--- src/rtl/window_pkg.sv ---
// Shared types and helpers for the window multiplier: FSM state encoding,
// symmetric half-table addressing, Q1.x constants and saturation.
package window_pkg;

    typedef enum logic [0:0] {
        INIT = 1'b0,
        RUN  = 1'b1
    } state_t;

    // Fold a frame position onto the symmetric half table.
    function automatic int mirror_addr(input int pos, input int frame_size);
        if (pos < (frame_size / 2)) begin
            return pos;
        end else begin
            return frame_size - 1 - pos;
        end
    endfunction

    // Unity gain in Q1.(w-1).
    function automatic int unsigned coef_one(input int w);
        return 32'd1 << (w - 1);
    endfunction

    // Half an LSB of the Q1.(w-1) product, added before the right shift.
    function automatic int unsigned round_bias(input int w);
        return 32'd1 << (w - 2);
    endfunction

    // Clamp a signed value to the range of a signed width-bit number.
    function automatic logic signed [63:0] sat(input logic signed [63:0] value, input int width);
        logic signed [63:0] hi;
        logic signed [63:0] lo;
        hi = (64'sd1 <<< (width - 1)) - 64'sd1;
        lo = -(64'sd1 <<< (width - 1));
        if (value > hi) begin
            return hi;
        end else if (value < lo) begin
            return lo;
        end else begin
            return value;
        end
    endfunction

endpackage

--- src/rtl/window_coeff_ram.sv ---
// Half-frame coefficient store: one write port, one registered read port.
// A read of the address being written returns the previous contents.
module window_coeff_ram #(
    parameter int DEPTH = 128,
    parameter int WIDTH = 16
) (
    input  logic                       clk,
    input  logic                       we,
    input  logic [$clog2(DEPTH)-1:0]   waddr,
    input  logic [WIDTH-1:0]           wdata,
    input  logic                       re,
    input  logic [$clog2(DEPTH)-1:0]   raddr,
    output logic [WIDTH-1:0]           rdata
);

    logic [WIDTH-1:0] mem_r [DEPTH];

    // Write port.
    always_ff @(posedge clk) begin
        if (we) begin
            mem_r[waddr] <= wdata;
        end
    end

    // Registered read port; holds its value while re is low.
    always_ff @(posedge clk) begin
        if (re) begin
            rdata <= mem_r[raddr];
        end
    end

endmodule

--- src/rtl/window_engine.sv ---
// Streaming window multiplier: loadable symmetric coefficient table applied to
// channel-interleaved samples, with Q1.x rounding, saturation and frame tags.
// Two pipeline stages: S1 (table read + tags), S2 (multiply/round/saturate).
module window_engine
    import window_pkg::*;
#(
    parameter int FRAME_SIZE   = 256,
    parameter int SAMPLE_WIDTH = 16,
    parameter int COEFF_WIDTH  = 16,
    parameter int NUM_CHANNELS = 1
) (
    input  logic                                                  clk,
    input  logic                                                  rst,
    input  logic                                                  s_valid,
    output logic                                                  s_ready,
    input  logic [SAMPLE_WIDTH-1:0]                               s_data,
    input  logic                                                  frame_restart,
    input  logic                                                  bypass,
    input  logic                                                  coef_we,
    input  logic [$clog2(FRAME_SIZE/2)-1:0]                       coef_addr,
    input  logic [COEFF_WIDTH-1:0]                                coef_wdata,
    output logic                                                  m_valid,
    input  logic                                                  m_ready,
    output logic [SAMPLE_WIDTH-1:0]                               m_data,
    output logic [((NUM_CHANNELS > 1) ? $clog2(NUM_CHANNELS) : 1)-1:0] m_chan,
    output logic                                                  m_first,
    output logic                                                  m_last,
    output logic                                                  init_done
);

    localparam int HALF   = FRAME_SIZE / 2;
    localparam int AW     = $clog2(HALF);
    localparam int PW     = $clog2(FRAME_SIZE);
    localparam int CHW    = (NUM_CHANNELS > 1) ? $clog2(NUM_CHANNELS) : 1;
    localparam int PROD_W = SAMPLE_WIDTH + COEFF_WIDTH + 1;

    localparam logic [COEFF_WIDTH-1:0]   COEF_ONE = COEFF_WIDTH'(coef_one(COEFF_WIDTH));
    localparam logic signed [PROD_W-1:0] ROUND    = PROD_W'(round_bias(COEFF_WIDTH));

    state_t                    state_r;
    logic [AW-1:0]             init_addr_r;
    logic                      accept_en_r;
    logic [PW-1:0]             pos_r;
    logic [CHW-1:0]            chan_r;

    logic                      s1_valid_r;
    logic signed [SAMPLE_WIDTH-1:0] s1_data_r;
    logic [CHW-1:0]            s1_chan_r;
    logic                      s1_first_r;
    logic                      s1_last_r;
    logic                      s1_bypass_r;

    logic                      s2_adv_s;
    logic                      s1_adv_s;
    logic                      accept_s;
    logic [PW-1:0]             tag_pos_s;
    logic [CHW-1:0]            tag_chan_s;
    logic [PW-1:0]             next_pos_s;
    logic [CHW-1:0]            next_chan_s;
    logic [AW-1:0]             rd_addr_s;
    logic                      ram_we_s;
    logic [AW-1:0]             ram_waddr_s;
    logic [COEFF_WIDTH-1:0]    ram_wdata_s;
    logic [COEFF_WIDTH-1:0]    ram_rdata_s;
    logic [COEFF_WIDTH-1:0]    coef_s;
    logic signed [PROD_W-1:0]  prod_s;
    logic signed [PROD_W-1:0]  sum_s;
    logic signed [PROD_W-1:0]  rnd_s;

    // Handshake: each stage advances when it is empty or its output is taken.
    always_comb begin
        s2_adv_s = !m_valid || m_ready;
        s1_adv_s = !s1_valid_r || s2_adv_s;
        s_ready  = accept_en_r && s1_adv_s;
        accept_s = s_valid && s_ready;
    end

    // Tag for the sample being offered and the counter values that follow it.
    always_comb begin
        if (frame_restart) begin
            tag_pos_s  = '0;
            tag_chan_s = '0;
        end else begin
            tag_pos_s  = pos_r;
            tag_chan_s = chan_r;
        end
        if (tag_chan_s == CHW'(NUM_CHANNELS - 1)) begin
            next_chan_s = '0;
            next_pos_s  = tag_pos_s + PW'(1);
        end else begin
            next_chan_s = tag_chan_s + CHW'(1);
            next_pos_s  = tag_pos_s;
        end
        rd_addr_s = AW'(mirror_addr(int'(tag_pos_s), FRAME_SIZE));
    end

    // Table write port: INIT fills unity gain, RUN takes user writes.
    always_comb begin
        if (state_r == INIT) begin
            ram_we_s    = 1'b1;
            ram_waddr_s = init_addr_r;
            ram_wdata_s = COEF_ONE;
        end else begin
            ram_we_s    = coef_we;
            ram_waddr_s = coef_addr;
            ram_wdata_s = coef_wdata;
        end
    end

    window_coeff_ram #(
        .DEPTH (HALF),
        .WIDTH (COEFF_WIDTH)
    ) u_ram (
        .clk   (clk),
        .we    (ram_we_s),
        .waddr (ram_waddr_s),
        .wdata (ram_wdata_s),
        .re    (accept_s),
        .raddr (rd_addr_s),
        .rdata (ram_rdata_s)
    );

    // S2 arithmetic: signed sample times unsigned coefficient, round half up.
    always_comb begin
        if (s1_bypass_r) begin
            coef_s = COEF_ONE;
        end else begin
            coef_s = ram_rdata_s;
        end
        prod_s = PROD_W'(s1_data_r) * PROD_W'($signed({1'b0, coef_s}));
        sum_s  = prod_s + ROUND;
        rnd_s  = sum_s >>> (COEFF_WIDTH - 1);
    end

    // Control FSM: table initialisation, then run; input enable lags init_done.
    always_ff @(posedge clk) begin
        if (rst) begin
            state_r     <= INIT;
            init_addr_r <= '0;
            init_done   <= 1'b0;
            accept_en_r <= 1'b0;
        end else begin
            case (state_r)
                INIT: begin
                    init_addr_r <= init_addr_r + AW'(1);
                    if (init_addr_r == AW'(HALF - 1)) begin
                        state_r   <= RUN;
                        init_done <= 1'b1;
                    end
                end
                RUN: begin
                    accept_en_r <= 1'b1;
                end
                default: begin
                    state_r <= INIT;
                end
            endcase
        end
    end

    // Position/channel counters; frame_restart realigns them to the frame start.
    always_ff @(posedge clk) begin
        if (rst) begin
            pos_r  <= '0;
            chan_r <= '0;
        end else if (accept_s) begin
            pos_r  <= next_pos_s;
            chan_r <= next_chan_s;
        end else if (frame_restart) begin
            pos_r  <= '0;
            chan_r <= '0;
        end
    end

    // Stage 1: capture the accepted sample with its tags and bypass flag.
    always_ff @(posedge clk) begin
        if (rst) begin
            s1_valid_r  <= 1'b0;
            s1_data_r   <= '0;
            s1_chan_r   <= '0;
            s1_first_r  <= 1'b0;
            s1_last_r   <= 1'b0;
            s1_bypass_r <= 1'b0;
        end else if (s1_adv_s) begin
            s1_valid_r <= accept_s;
            if (accept_s) begin
                s1_data_r   <= $signed(s_data);
                s1_chan_r   <= tag_chan_s;
                s1_first_r  <= (tag_pos_s == '0) && (tag_chan_s == '0);
                s1_last_r   <= (tag_pos_s == PW'(FRAME_SIZE - 1)) &&
                               (tag_chan_s == CHW'(NUM_CHANNELS - 1));
                s1_bypass_r <= bypass;
            end
        end
    end

    // Stage 2: registered outputs, held while downstream stalls.
    always_ff @(posedge clk) begin
        if (rst) begin
            m_valid <= 1'b0;
            m_data  <= '0;
            m_chan  <= '0;
            m_first <= 1'b0;
            m_last  <= 1'b0;
        end else if (s2_adv_s) begin
            m_valid <= s1_valid_r;
            if (s1_valid_r) begin
                m_data  <= SAMPLE_WIDTH'(sat(64'(rnd_s), SAMPLE_WIDTH));
                m_chan  <= s1_chan_r;
                m_first <= s1_first_r;
                m_last  <= s1_last_r;
            end
        end
    end

endmodule

--- config.mk ---
export PLATFORM = sky130hd
export DESIGN_NAME = window_engine
export DESIGN_NICKNAME = d
export VERILOG_FILES = /design/src/rtl/window_pkg.sv /design/src/rtl/window_coeff_ram.sv /design/src/rtl/window_engine.sv
export SDC_FILE = /design/constraint.sdc
export NUM_CORES = 2
export LEC_CHECK = 0
export ABC_AREA = 1
export CELL_PAD_IN_SITES_DETAIL_PLACEMENT = 0
export CELL_PAD_IN_SITES_GLOBAL_PLACEMENT = 1
export CORE_MARGIN = 4
export CORE_UTILIZATION = 43
export DETAILED_ROUTE_END_ITERATION = 8
export PLACE_DENSITY = 0.79
export SYNTH_ARGS = -nofsm -noshare
export SYNTH_HDL_FRONTEND = slang
export SYNTH_SLANG_ARGS = --single-unit
--- constraint.sdc ---
create_clock -name clk -period 8 [get_ports clk]
set_input_delay 0.8 -clock clk [delete_from_list [all_inputs] [get_ports clk]]
set_output_delay 0.8 -clock clk [all_outputs]
set_load 0.005 [all_outputs]
==> metrics <==
post-synthesis sequential area ratio 67.6%; CP Data Arrival Time about 7600 ps; vias in the first global route ~60000; unrepaired setup endpoints after global routing no; Slew Limit Fails 0; net switching power 4410 µW; routed len/inst 23.8 µm; Int Pwr 17700 µW; Critical Path End Type flip-flop; CTS tree yes; # rows 170; first-pass GRT wire length 390000 µm; clock network power share around 45%; final hold vios 0; initial DRC count 7583; synthesis-stage register bit count 2124; Max clock buf depth 3; Yosys cell types 39; antenna-violating nets left 0; worst-margin pin slew 1250 ps; via total after detailed routing 63000; antenna violations before repair 6; PD cells 212 nW/µm²; total wire length ~260000 µm; Core Area 215000 µm²; crit-path max FO 16; Simple-Gate Fraction of Synth Area 17.4%; Die X 474 µm; slew margin rel. 16.7%; Critical Path RT 8700 ps; Post-Synth Adder-Cell Area 5.79%; HPWL after DPL 152000 µm; Seq pwr share between 50% and 60%; post-DR vias/cell 5.69; Starting Density 43.4%; Fin Hold WS 468 ps; Area Growth Syn to Fin 11.5%; Clock Pin Slew Worst Setup and Hold Paths 60 ps; I/O pins 68; VDD IR max 0.205 mV; total global-route track usage between 20% and 30%; main combinational cell family by area after synthesis simple AND/OR/NAND/NOR gates; fraction of layout cells with a size suffix above 1 6.58%; Post-Syn Instances 8070; Pleak 0.0384 µW; IO buf count between 60 and 70; post-CTS setup buffer count 0; FF-to-FF setup slack 1150 ps; CP startpoint kind flip-flop; H-tree lvl count 4; Comb power frac less than 1%; Sw Share 19.9%; status complete, no violations; post_cts resized 0; Hold Crit Class flip-flop to flip-flop; clock skew 22.1 ps; Setup TNS Final 0 ps; Ys Warns 0; final period utilization 85.6%; critical path class flip-flop to flip-flop; fraction of synthesized area in multiplexers 0%; Die Ht 474 µm; Max-cap violations 0; # DRC 0; syn nets 8432; R2R cell count 25; total congestion overflow 0; Worst R2R End m_data[2]; final worst slack 1150 ps; CTS Buf Count ~210; die area 225000 µm²; clk sinks roughly 2100; XOR/XNOR share of the synthesized area less than 1%; Worst Setup SP s1_bypass_r; nets@finish 8419; Fmax between 100 and 150 MHz; final setup vio count 0; First-pass DRT Iterations 7; Critical Path Sink m_data[2]; largest net degree at the start of global routing approximately 210; Skew-Pair Late Insertion Delay 860 ps; complex-gate fraction of the synthesized area 5.14%; FF-to-FF Start s1_bypass_r; pre-CTS setup slack ~1200 ps; hold buffer count at CTS 0; Synth Cell Area 93500 µm²; fin crit period 6850 ps; Avg Cell Area, Syn 11.6 µm²; root buf cell clkbuf_16; gpl congestion 0.928
worst max-delay path, stage by stage (launching register included):
cell and delay [ps]:
dfxtp_1 360, inv_2 130, nand2_1 220, clkinv_1 480, nand2_1 240, fa_1 470, fa_1 470, fa_1 540
inv_1 50, fa_1 510, fa_1 500, inv_1 50, fa_1 470, inv_1 40, ha_1 350, nand2_1 160
nor2_1 220, inv_1 90, nor3_1 130, o21ai_1 90, nand2_1 130, nand3b_1 110, nand3_1 100, nand2_2 80
a21oi_2 510, a21oi_1 170
power by group through the flow:
stage	sequential [µW]	combinational, µW	clock, µW
detailed placement	12300	175	0
global placement	12300	175	0
floorplan	12300	68.3	0
CTS	12100	176	10000
finish	12100	182	9890
global route	12000	189	10500
placed cells by master, fill, tap and decap left out, types with 60 or more instances in the layout:
cell type / instances
clkdlybuf4s50_1: 67
o21ai_1: 71
clkinv_1: 71
dfxtp_1: 60
o22ai_1: 236
o21ai_0: 468
clkbuf_16: 212
buf_4: 179
nand2_1: 1701
inv_1: 337
edfxtp_1: 2064
fa_1: 194
nand3_1: 1322
ha_1: 122
nor2_1: 785
a21oi_1: 92
sequential cells by signal, summed over array words and instances (netlist names):
| register | flops |
|---|---|
| chan_r | 1 |
| s1_last_r | 1 |
| m_valid | 1 |
| m_last | 1 |
| m_chan | 1 |
| s1_valid_r | 1 |
| init_addr_r | 7 |
| u_ram.mem_r | 2048 |
| state_r | 1 |
| s1_first_r | 1 |
| init_done | 1 |
| pos_r | 8 |
| m_data | 16 |
| s1_chan_r | 1 |
| accept_en_r | 1 |
| s1_data_r | 16 |
| s1_bypass_r | 1 |
| m_first | 1 |
| u_ram.rdata | 16 |
logic make-up (layout without fill, tap and decap cells):
family | count (synthesis) | count (layout)
AO/OA/AOI/OAI | 889 | 889
XOR/XNOR | 16 | 16
adder cells (fa/ha/maj) | 316 | 316
buffers and inverters | 863 | 1026
flip-flops | 2124 | 2124
other | 0 | 2
AND/OR/NAND/NOR | 3862 | 3862
worst min-delay path by stage:
stage          startpoint          to  cells past startpoint
5_1_grt         init_done   init_done                      1
6_report        s1_last_r   s1_last_r                      2
2_1_floorplan   s1_chan_r      m_chan                      2
3_3_place_gp    s1_chan_r      m_chan                      2
4_1_cts         s1_last_r   s1_last_r                      2
3_5_place_dp   s1_first_r  s1_first_r                      2
Yosys cell counts, drive strengths merged:
cell type | number | share of area (%)
dfxtp | 60 | 1.3
clkinv | 11 | 0.044
o21bai | 5 | 0.040
buf | 315 | 1.7
inv | 359 | 1.4
fa | 194 | 4.2
o21ai | 540 | 2.9
nand2 | 1707 | 6.9
ha | 122 | 1.6
o21a | 8 | 0.064
nor4 | 3 | 0.020
clkbuf | 178 | 0.71
nor3 | 26 | 0.14
nand3b | 2 | 0.016
a21oi | 93 | 0.50
a31oi | 1 | 0.0067
xnor2 | 6 | 0.056
nand3 | 1322 | 7.1
a21o | 2 | 0.016
o22ai | 236 | 1.6
nor2 | 794 | 3.2
a211oi | 3 | 0.024
nand4 | 3 | 0.020
edfxtp | 2064 | 66
or2 | 5 | 0.033
xor2 | 10 | 0.094
o211ai | 1 | 0.0080
final cells by class:
type / count / area, µm²
Fill cell: 18600 / 111000
Sequential cell: 2124 / 63200
Multi-Input combinational cell: 5083 / 26700
Clock buffer: 246 / 5430
Tap cell: 2838 / 3550
Timing Repair Buffer: 267 / 2430
Clock inverter: 143 / 1500
Inverter: 370 / 1450
Antenna cell: 2 / 5.00
metal layers:
metal  vias to the layer above  track usage [%]  wire [µm]
met5                         -                0          0
met4                         0             8.37       9580
met3                       446             4.26      24500
met2                      2884             36.1     121000
met1                     31300             32.4     109000
li1                      28300                -          -
metrics by stage:
step / instance area, µm² / total power, µW / util, % / instances
2_1_floorplan: 93500 / 12400 / - / 8070
3_3_place_gp: 97300 / 12500 / 45.2 / 10700
3_5_place_dp: 97300 / 12500 / 45.2 / 10700
4_1_cts: 104000 / 22200 / 48.4 / 11100
5_1_grt: 104000 / 22700 / 48.4 / 11100
6_report: 104000 / 22100 / 48.4 / 11100
Power figures use the tool's default switching activity.
